`src/rtl/player_motion.sv`:
```
// -----------------------------------------------------------------------------
// player_motion
//
// Per-player movement stage feeding the action block. On every falling edge of
// the frame clock it turns the held direction buttons into a registered sprite
// location and facing. Moves are checked against the counter layout and the
// other player's sprite. The outputs are registered, so they stay stable for a
// whole frame while the action block derives the grid cell and the object in
// front of the player.
//
// Parameters
//   SPEED      normal step in pixels per frame (must divide 32)
//   RAMP       consecutive committed frames in one direction before the fast
//              step (2*SPEED) is tried
//   START_X/Y  reset location (top-left of the 32x32 sprite)
//   START_DIR  reset facing (0 LEFT, 1 RIGHT, 2 UP, 3 DOWN)
//
// Ports
//   vsync              frame clock, state updates on its negedge
//   reset              synchronous, active-high
//   left/right/up/down held-level direction buttons
//   game_state         0 WELCOME, 1 START, 2 PLAY, 3 PAUSE, 4 FINISH
//   player_state       from action; 1 = P_CHOPPING
//   solid              [row][col] map, 1 = counter cell (not walkable)
//   other_en           another player is present
//   other_x/other_y    the other player's location
//   player_loc_x/y     sprite top-left in pixels
//   player_direction   facing, 0 LEFT, 1 RIGHT, 2 UP, 3 DOWN
//   moving             location changed on the last update
// -----------------------------------------------------------------------------
module player_motion #(
   parameter int SPEED     = 2,
   parameter int RAMP      = 15,
   parameter int START_X   = 64,
   parameter int START_Y   = 96,
   parameter int START_DIR = 3
) (
   input  logic             vsync,
   input  logic             reset,
   input  logic             left,
   input  logic             right,
   input  logic             up,
   input  logic             down,
   input  logic [2:0]       game_state,
   input  logic [3:0]       player_state,
   input  logic [7:0][12:0] solid,
   input  logic             other_en,
   input  logic [8:0]       other_x,
   input  logic [8:0]       other_y,
   output logic [8:0]       player_loc_x,
   output logic [8:0]       player_loc_y,
   output logic [1:0]       player_direction,
   output logic             moving
);

   typedef enum logic [1:0] {
      DIR_LEFT  = 2'd0,
      DIR_RIGHT = 2'd1,
      DIR_UP    = 2'd2,
      DIR_DOWN  = 2'd3
   } dir_t;

   // A candidate location. Coordinates carry one extra bit so that a right or
   // down step past 511 is still seen (and rejected as off-grid) instead of
   // wrapping back onto the floor.
   typedef struct packed {
      logic       borrow;
      logic [9:0] x;
      logic [9:0] y;
   } cand_t;

   localparam logic [2:0]        GS_PLAY     = 3'd2;
   localparam logic [3:0]        P_CHOPPING  = 4'd1;
   localparam int                HOLD_W      = (RAMP < 1) ? 1 : $clog2(RAMP + 1);
   localparam logic [HOLD_W-1:0] HOLD_MAX    = HOLD_W'(RAMP);
   localparam logic [9:0]        STEP_NORM   = 10'(SPEED);
   localparam logic [9:0]        STEP_FAST   = 10'(2 * SPEED);
   localparam logic [9:0]        SPRITE_SPAN = 10'd31;
   localparam logic [9:0]        SPRITE_SIZE = 10'd32;

   // ---------------------------------------------------------------------------
   // Helpers
   // ---------------------------------------------------------------------------

   // Location after one step of 'step' pixels in 'dir'. A step below zero is
   // flagged as a borrow rather than trusted after wrap-around.
   function automatic cand_t make_cand(input dir_t       dir,
                                       input logic [8:0] x,
                                       input logic [8:0] y,
                                       input logic [9:0] step);
      cand_t c;
      c.borrow = 1'b0;
      c.x      = {1'b0, x};
      c.y      = {1'b0, y};
      case (dir)
         DIR_LEFT: begin
            c.borrow = (c.x < step);
            c.x      = c.x - step;
         end
         DIR_RIGHT: c.x = c.x + step;
         DIR_UP: begin
            c.borrow = (c.y < step);
            c.y      = c.y - step;
         end
         default:   c.y = c.y + step;
      endcase
      return c;
   endfunction

   // A pixel lies in a blocked cell when the cell is a counter or when it falls
   // outside the 13x8 grid.
   function automatic logic cell_blocked(input logic [9:0]       px,
                                         input logic [9:0]       py,
                                         input logic [7:0][12:0] map);
      logic [9:0] col;
      logic [9:0] row;
      col = px >> 5;
      row = py >> 5;
      if (col > 10'd12 || row > 10'd7) begin
         return 1'b1;
      end
      return map[row[2:0]][col[3:0]];
   endfunction

   // Two 32x32 boxes overlap when both axis distances are below the box size.
   function automatic logic boxes_overlap(input logic [9:0] cx,
                                          input logic [9:0] cy,
                                          input logic [8:0] ox,
                                          input logic [8:0] oy);
      logic [9:0] dx;
      logic [9:0] dy;
      dx = (cx >= {1'b0, ox}) ? (cx - {1'b0, ox}) : ({1'b0, ox} - cx);
      dy = (cy >= {1'b0, oy}) ? (cy - {1'b0, oy}) : ({1'b0, oy} - cy);
      return (dx < SPRITE_SIZE) && (dy < SPRITE_SIZE);
   endfunction

   // A candidate is legal when it did not borrow, all four sprite corners sit
   // on walkable cells, and it does not overlap the other player.
   function automatic logic cand_legal(input cand_t            c,
                                       input logic [7:0][12:0] map,
                                       input logic             oth_en,
                                       input logic [8:0]       ox,
                                       input logic [8:0]       oy);
      logic [9:0] x_far;
      logic [9:0] y_far;
      logic       walls_clear;
      x_far = c.x + SPRITE_SPAN;
      y_far = c.y + SPRITE_SPAN;
      walls_clear = !cell_blocked(c.x,   c.y,   map) &&
                    !cell_blocked(x_far, c.y,   map) &&
                    !cell_blocked(c.x,   y_far, map) &&
                    !cell_blocked(x_far, y_far, map);
      return !c.borrow && walls_clear &&
             !(oth_en && boxes_overlap(c.x, c.y, ox, oy));
   endfunction

   // ---------------------------------------------------------------------------
   // State
   // ---------------------------------------------------------------------------
   logic [8:0]        r_loc_x;
   logic [8:0]        r_loc_y;
   dir_t              r_dir;
   logic              r_moving;
   logic [HOLD_W-1:0] r_hold_cnt;

   logic [8:0]        w_loc_x_next;
   logic [8:0]        w_loc_y_next;
   dir_t              w_dir_next;
   logic              w_moving_next;
   logic [HOLD_W-1:0] w_hold_next;

   logic              w_frozen;
   logic              w_any_btn;
   dir_t              w_req_dir;
   cand_t             w_cand_fast;
   cand_t             w_cand_norm;
   logic              w_fast_ok;
   logic              w_norm_ok;
   logic              w_commit;
   cand_t             w_cand_take;
   logic [HOLD_W-1:0] w_hold_inc;

   // ---------------------------------------------------------------------------
   // Request decode and candidate evaluation
   // ---------------------------------------------------------------------------
   always_comb begin
      // NOTE: every combinational output gets a default first, so no path can
      // leave one unassigned and infer a latch.
      w_req_dir = DIR_DOWN;
      if (left) begin
         w_req_dir = DIR_LEFT;
      end else if (right) begin
         w_req_dir = DIR_RIGHT;
      end else if (up) begin
         w_req_dir = DIR_UP;
      end
   end

   assign w_frozen  = (game_state != GS_PLAY) || (player_state == P_CHOPPING);
   assign w_any_btn = left | right | up | down;

   assign w_cand_fast = make_cand(w_req_dir, r_loc_x, r_loc_y, STEP_FAST);
   assign w_cand_norm = make_cand(w_req_dir, r_loc_x, r_loc_y, STEP_NORM);

   // The fast step is only considered once the ramp is complete; when it is
   // blocked the normal step is still tried so the sprite can sit flush
   // against an obstacle.
   assign w_fast_ok   = (r_hold_cnt >= HOLD_MAX) &&
                        cand_legal(w_cand_fast, solid, other_en, other_x, other_y);
   assign w_norm_ok   = cand_legal(w_cand_norm, solid, other_en, other_x, other_y);
   assign w_commit    = w_fast_ok || w_norm_ok;
   assign w_cand_take = w_fast_ok ? w_cand_fast : w_cand_norm;

   // A nonzero count means the previous frame committed a move, and that move
   // went the way the sprite is currently facing.
   assign w_hold_inc = (r_hold_cnt != '0 && w_req_dir == r_dir)
                       ? ((r_hold_cnt >= HOLD_MAX) ? HOLD_MAX : r_hold_cnt + HOLD_W'(1))
                       : HOLD_W'(1);

   // ---------------------------------------------------------------------------
   // Next state
   // ---------------------------------------------------------------------------
   always_comb begin
      w_loc_x_next  = r_loc_x;
      w_loc_y_next  = r_loc_y;
      w_dir_next    = r_dir;
      w_moving_next = 1'b0;
      w_hold_next   = '0;

      if (!w_frozen && w_any_btn) begin
         // Facing follows the request even when the step is blocked, so the
         // player can turn to face a counter.
         w_dir_next = w_req_dir;
         if (w_commit) begin
            // A legal candidate never exceeds the grid, so bit 9 is always 0.
            w_loc_x_next  = w_cand_take.x[8:0];
            w_loc_y_next  = w_cand_take.y[8:0];
            w_moving_next = 1'b1;
            w_hold_next   = w_hold_inc;
         end
      end
   end

   // NOTE: sequential state uses non-blocking assignments so every register
   // samples the pre-edge values of the others.
   always_ff @(negedge vsync) begin
      if (reset) begin
         r_loc_x    <= 9'(START_X);
         r_loc_y    <= 9'(START_Y);
         r_dir      <= dir_t'(2'(START_DIR));
         r_moving   <= 1'b0;
         r_hold_cnt <= '0;
      end else begin
         r_loc_x    <= w_loc_x_next;
         r_loc_y    <= w_loc_y_next;
         r_dir      <= w_dir_next;
         r_moving   <= w_moving_next;
         r_hold_cnt <= w_hold_next;
      end
   end

   assign player_loc_x     = r_loc_x;
   assign player_loc_y     = r_loc_y;
   assign player_direction = r_dir;
   assign moving           = r_moving;

endmodule

```
`config.mk`:
```
export PLATFORM = sky130hd
export DESIGN_NAME = player_motion
export DESIGN_NICKNAME = d
export VERILOG_FILES = /design/src/rtl/player_motion.sv
export SDC_FILE = /design/constraint.sdc
export NUM_CORES = 1
export LEC_CHECK = 0
export CAP_MARGIN = 30
export CELL_PAD_IN_SITES_DETAIL_PLACEMENT = 1
export CELL_PAD_IN_SITES_GLOBAL_PLACEMENT = 1
export CORE_MARGIN = 2
export CORE_UTILIZATION = 35
export DETAILED_ROUTE_END_ITERATION = 12
export PLACE_DENSITY = 0.68
export SLEW_MARGIN = 20
export SYNTH_ARGS = -nofsm -noshare
export SYNTH_HDL_FRONTEND = slang
export SYNTH_SLANG_ARGS = --single-unit
```
`constraint.sdc`:
```
create_clock -name vsync -period 6.3 [get_ports vsync]
set_input_delay 0.63 -clock vsync [delete_from_list [all_inputs] [get_ports vsync]]
set_output_delay 0.63 -clock vsync [all_outputs]
set_load 0.02 [all_outputs]
```
# Word-level counts from Yosys, hierarchy flattened
# Cells that the tools add are included.
# classes
n_reduce_logical	47
n_bitwise	6
muxes	65
add_sub_neg	21
eq_ne	5
order_cmp	29
# op_table
operator	count
$bmux W13 S3	4
$pmux W10 S2	4
$mux W13	4
$add A10 B5 Y10 const B	4
$ge A10 B9 Y1	4
$lt A10 B6 Y1 const B	4
$mux W10	4
$sub A10 B9 Y10	4
$sub A9 B10 Y10	4
$mux W1	35
$bmux W1 S4	8
$add A9 B2 Y10 const B	2
$add A9 B3 Y10 const B	2
$gt A5 B3 Y1 const B	4
$gt A5 B4 Y1 const B	4
$lt A4 B5 Y1 const B	4
$sub A9 B2 Y10 const B	2
$sub A9 B3 Y10 const B	2
$mux W19	1
$lt A9 B2 Y1 const B	2
$lt A9 B3 Y1 const B	2
$logic_and A1 B1 Y1	17
$lt A3 B4 Y1 const B	4
$logic_not A1 Y1	13
19 further kinds	35
# totals
output_inout_bits	21
register_bits	25

# Longest topological paths before layout
# depth
depth_word	21
ltp_mapped	25

==> flow_metrics.py <==
metrics = {
    "synthesis": {
        "synthXorXnorAreaFrac": 0.02667,
        "synth_edf_count": 0,
        "synthCells": 1894,
        "synth_top_family_by_area": "compound AO/OA/AOI/OAI gates",
        "synth-adder-area-share": 0.07008,
        "synth_compound_area_frac": 0.4059,
        "synth_seq_area_share": 0.03543,
        "synth_area_mm2": 0.01300,
        "ys_warn_count": 0,
        "async_reset_ff_frac": 0,
        "synth-simple-area-share": 0.2573,
        "synth_top_area_share": 0.06931,
        "synthFlopType": "dfxtp_1",
        "synth_cell_type_count": 114,
        "ys_top_cells_by_area": "ha_1 (6.9%), nand2_1 (5.5%), mux4_2 (4.7%)",
        "synth_mux_area_frac": 0.1100,
        "yosysTopAreaCell": "ha_1",
        "synth-seq-cells": 23,
        "syn_avg_cell_area_um2": 6.862,
    },
    "critical_path": {
        "reg2reg_to": "player_loc_x[2]",
        "r2r_setup_slack_ns": 0.05,
        "worstSetupPathType": "input pin to register",
        "crit_required_ns": 3.43,
        "crit_top_cell": "buf_4",
        "r2r_cells": 19,
        "slowest_stage": "mux2_4",
        "slowest_delay_ns": 0.36,
        "path_delay_family": "simple AND/OR/NAND/NOR gates",
        "cp_num_buf_inv": 7,
        "cp.arrival_ns": 5.30,
        "r2r_start": "player_loc_y[2]",
        "crit_path_end_kind": "register",
        "cp_cell_sequence": "buf_12, nor4b_4, buf_4, nand3_1, buf_4, o21ai_1, xnor2_1, inv_1, ha_4, a31oi_2, nand2_1, a311oi_2, mux2_4, nor2_2, xnor2_1, nor4b_2, nand4_1, buf_4, buf_4, o211a_4, nand3_2, buf_6, mux2i_2, a32o_2",
        "start_kind": "input pin",
        "cp_max_fo": 8,
    },
    "power": {
        "cellPowerDensity_mw_per_mm2": 99.29,
        "ir_drop_v": 0.0001040,
        "leakagePower_nw": 9.208,
        "intPower_mw": 1.048,
        "pwr-share-clk": 0.137,
        "p_comb_frac": 0.790,
        "switching_share": 0.5028,
        "seqPwrFrac": 0.073,
        "p_sw_mw": 1.060,
        "total_power_mw": 2.108,
    },
    "layout": {
        "seqCellArea_um2": 461.7,
        "final_layout_size_suffix_gt1_frac": 0.3715,
        "nFillCells": 4512,
        "stdcell_count": 3052,
        "postLayoutCoreUtil": 0.5799,
        "num_antenna_cells": 0,
        "fin_nets": 2793,
        "multi_input_area_mm2": 0.01239,
        "area_growth_pct": 63.34,
    },
    "global_routing": {
        "grt_use_met1": 0.5878,
        "met3_usage": 0.1080,
        "grt-ovfl-total": 0,
        "grt_pass1_vias": 21050,
        "track_usage": 0.4521,
        "gr-usage-met2": 0.6940,
        "grt-busiest-layer": "met2",
        "antenna_found_initial": 2,
        "grt_max_degree": 76,
        "grt_pass1_wl_mm": 133.3,
    },
    "placement": {
        "pre_cts_slack_ns": -2.481,
        "port_buffers": 154,
        "dpl.cell_count": 2956,
        "routabilityCongestion": 1.076,
        "dp_hpwl_mm": 68.03,
    },
    "sta": {
        "hold_viol_final": 0,
        "setup_ws_ns": -1.862,
        "rsz0062_at_grt": "true",
        "tightest_slew_ns": 0.9488,
        "finalClockSkew_ns": 0.04312,
        "setup_viol": 21,
        "relSlewSlack": 0.3666,
        "slew_viol_final": 0,
    },
    "clocking": {
        "cts_tree": "yes",
        "numCtsBuffers": 3,
        "cts_root_buf": "clkbuf_16",
        "clk_pin_slew_worst_paths_ns": 0.06,
        "cts_max_level": 1,
        "clkLatencyLatePin_ns": 0.40,
        "clock_sinks": 23,
        "cts_buffer_depth": 2,
    },
    "drt": {
        "drc": 0,
        "routedWlPerCell_um": 31.00,
        "finalWirelength_mm": 94.62,
        "drtIter0Drc": 2993,
        "via_per_inst": 7.024,
        "drt_first_pass_iters": 7,
        "vias": 21440,
        "ant_nets": 0,
    },
    "min_path": {
        "hold_path_end": "player_direction[1]",
        "hp-start": "player_direction[1]",
        "hp-class": "register to register",
        "whs_path_depth": 2,
    },
    "die": {
        "die-area_mm2": 0.03869,
        "boundaryPins": 157,
        "fp-row-count": 70,
        "die_h_um": 196.7,
        "coreArea_mm2": 0.03661,
        "initial_core_util": 0.3550,
        "fp.dieW_um": 196.7,
    },
    "run_status": {
        "outcome": "finished, violations left",
        "violations": "negative setup slack",
    },
    "flow_run": {
        "maxCapViolCount": 0,
    },
}
-- sequential cells by signal (all words and copies together), names as in the netlist --
register          flops
player_direction      2
player_loc_y          8
player_loc_x          8
r_hold_cnt            4
moving                1
-- power by group through the flow --
stage / Combinational, mW / Clock [mW] / Sequential (mW)
after CTS: 1.53 / 0.269 / 0.153
final: 1.67 / 0.289 / 0.153
after global routing: 1.72 / 0.303 / 0.153
after detailed placement: 1.43 / 0.0233 / 0.155
after floorplan: 0.645 / 0.0233 / 0.154
after global placement: 1.40 / 0.0233 / 0.155
-- cell families (layout without fill, tap and decap cells) --
group           after synthesis  count (layout)
compound gates              730             730
xor+xnor                     37              37
fa+ha+maj                    73              73
buf+inv                     281             970
flops                        23              23
mux                         106             106
other cells                   1               2
simple gates                643             643
-- cells in the mapped netlist, types with 49 or more instances --
cell type and count:
a21oi_1 121, a31oi_1 56, buf_2 51, clkbuf_1 110, ha_1 72, inv_1 77, mux2i_1 54, nand2_1 192
nand3_1 67, nor2_1 87, nor3_1 87, o211ai_1 49, o21ai_0 113
-- per-layer routing --
layer / part of all wire / vias to the layer above
met5: 0.00030 / -
met4: 0.071 / 4
met3: 0.12 / 524
met2: 0.43 / 1619
met1: 0.39 / 10470
li1: - / 8819
-- through the flow --
step | area (µm²) | setup TNS [ns] | hold WS (ns)
final | 21230 | -36.51 | 0.6239
after floorplan | 13180 | -36.31 | 0.5493
after global placement | 19330 | -49.92 | 0.5493
after global routing | 21230 | -37.13 | 0.6440
after CTS | 20540 | -31.01 | 0.5977
after detailed placement | 19330 | -50.91 | 0.5515
-- layout make-up --
cell class / count / area share
clock buffers: 3 / 0.003536
repair buffers: 859 / 0.3426
well taps: 468 / 0.02758
clock inverters: 24 / 0.005481
inverters: 84 / 0.01544
flip-flops and latches: 23 / 0.02175
multi-input cells: 1591 / 0.5836
-- worst max-delay path by stage --
stage / cells past startpoint / end / slack [ns] / startpoint
after global routing: 25 / player_loc_x[8] / -1.87 / left
after detailed placement: 21 / player_loc_x[8] / -2.48 / right
after CTS: 21 / r_hold_cnt[2] / -1.57 / left
after global placement: 21 / player_loc_x[8] / -2.42 / right
final: 24 / player_loc_x[8] / -1.86 / left
after floorplan: 21 / player_loc_x[8] / -1.84 / up
-- cells in the final DEF (no fill, tap or decap), types with 15 or more instances in the layout --
| master | synthesis | routed |
|---|---|---|
| or3_1 | 27 | 23 |
| o21ai_0 | 113 | 105 |
| o221ai_1 | 27 | 26 |
| clkdlybuf4s50_1 | 0 | 151 |
| a31oi_1 | 56 | 49 |
| nor3_1 | 87 | 83 |
| mux2i_1 | 54 | 50 |
| o22ai_1 | 35 | 32 |
| buf_12 | 0 | 18 |
| nor2_1 | 87 | 81 |
| mux2_2 | 25 | 20 |
| and2_1 | 15 | 15 |
| nand4_1 | 47 | 47 |
| inv_1 | 77 | 98 |
| buf_6 | 6 | 27 |
| a32oi_1 | 19 | 18 |
| dfxtp_1 | 23 | 22 |
| o211ai_1 | 49 | 49 |
| buf_4 | 15 | 655 |
| a22oi_1 | 20 | 17 |
| a21o_1 | 20 | 20 |
| mux4_2 | 27 | 27 |
| a221o_1 | 16 | 16 |
| a311oi_1 | 27 | 22 |
| xnor2_1 | 23 | 17 |
| a221oi_1 | 20 | 16 |
| a21oi_1 | 121 | 111 |
| nand3_1 | 67 | 63 |
| nand2_1 | 192 | 190 |
| and3_1 | 20 | 17 |
| nand2b_1 | 18 | 18 |
| ha_1 | 72 | 61 |
-- what timing repair did --
item / in CTS / in global routing
gates resized for setup: 149 / 92
endpoints found under the setup margin: 21 / 21
hold buffers: 0 / 0
buffers inserted: 41 / 29
cloned: 4 / 0
pin swaps: 36 / 49
-- worst register-to-register path: stages, from the launching register on --
cell and delay, ns:
dfxtp_1 0.94, inv_1 0.34, ha_1 0.41, a21boi_1 0.20, mux2i_2 0.24, buf_4 0.16
o311ai_1 0.49, buf_4 0.24, o21ai_0 0.35, a221o_1 0.50, a2111o_1 0.50, a21boi_1 0.19
a2bb2oi_1 0.24, o211ai_1 0.15, a2111oi_4 0.34, buf_4 0.17, o211ai_2 0.08, buf_8 0.19
a22oi_2 0.25, o32ai_2 0.13
Note: power is estimated with default switching activity, not from simulation.
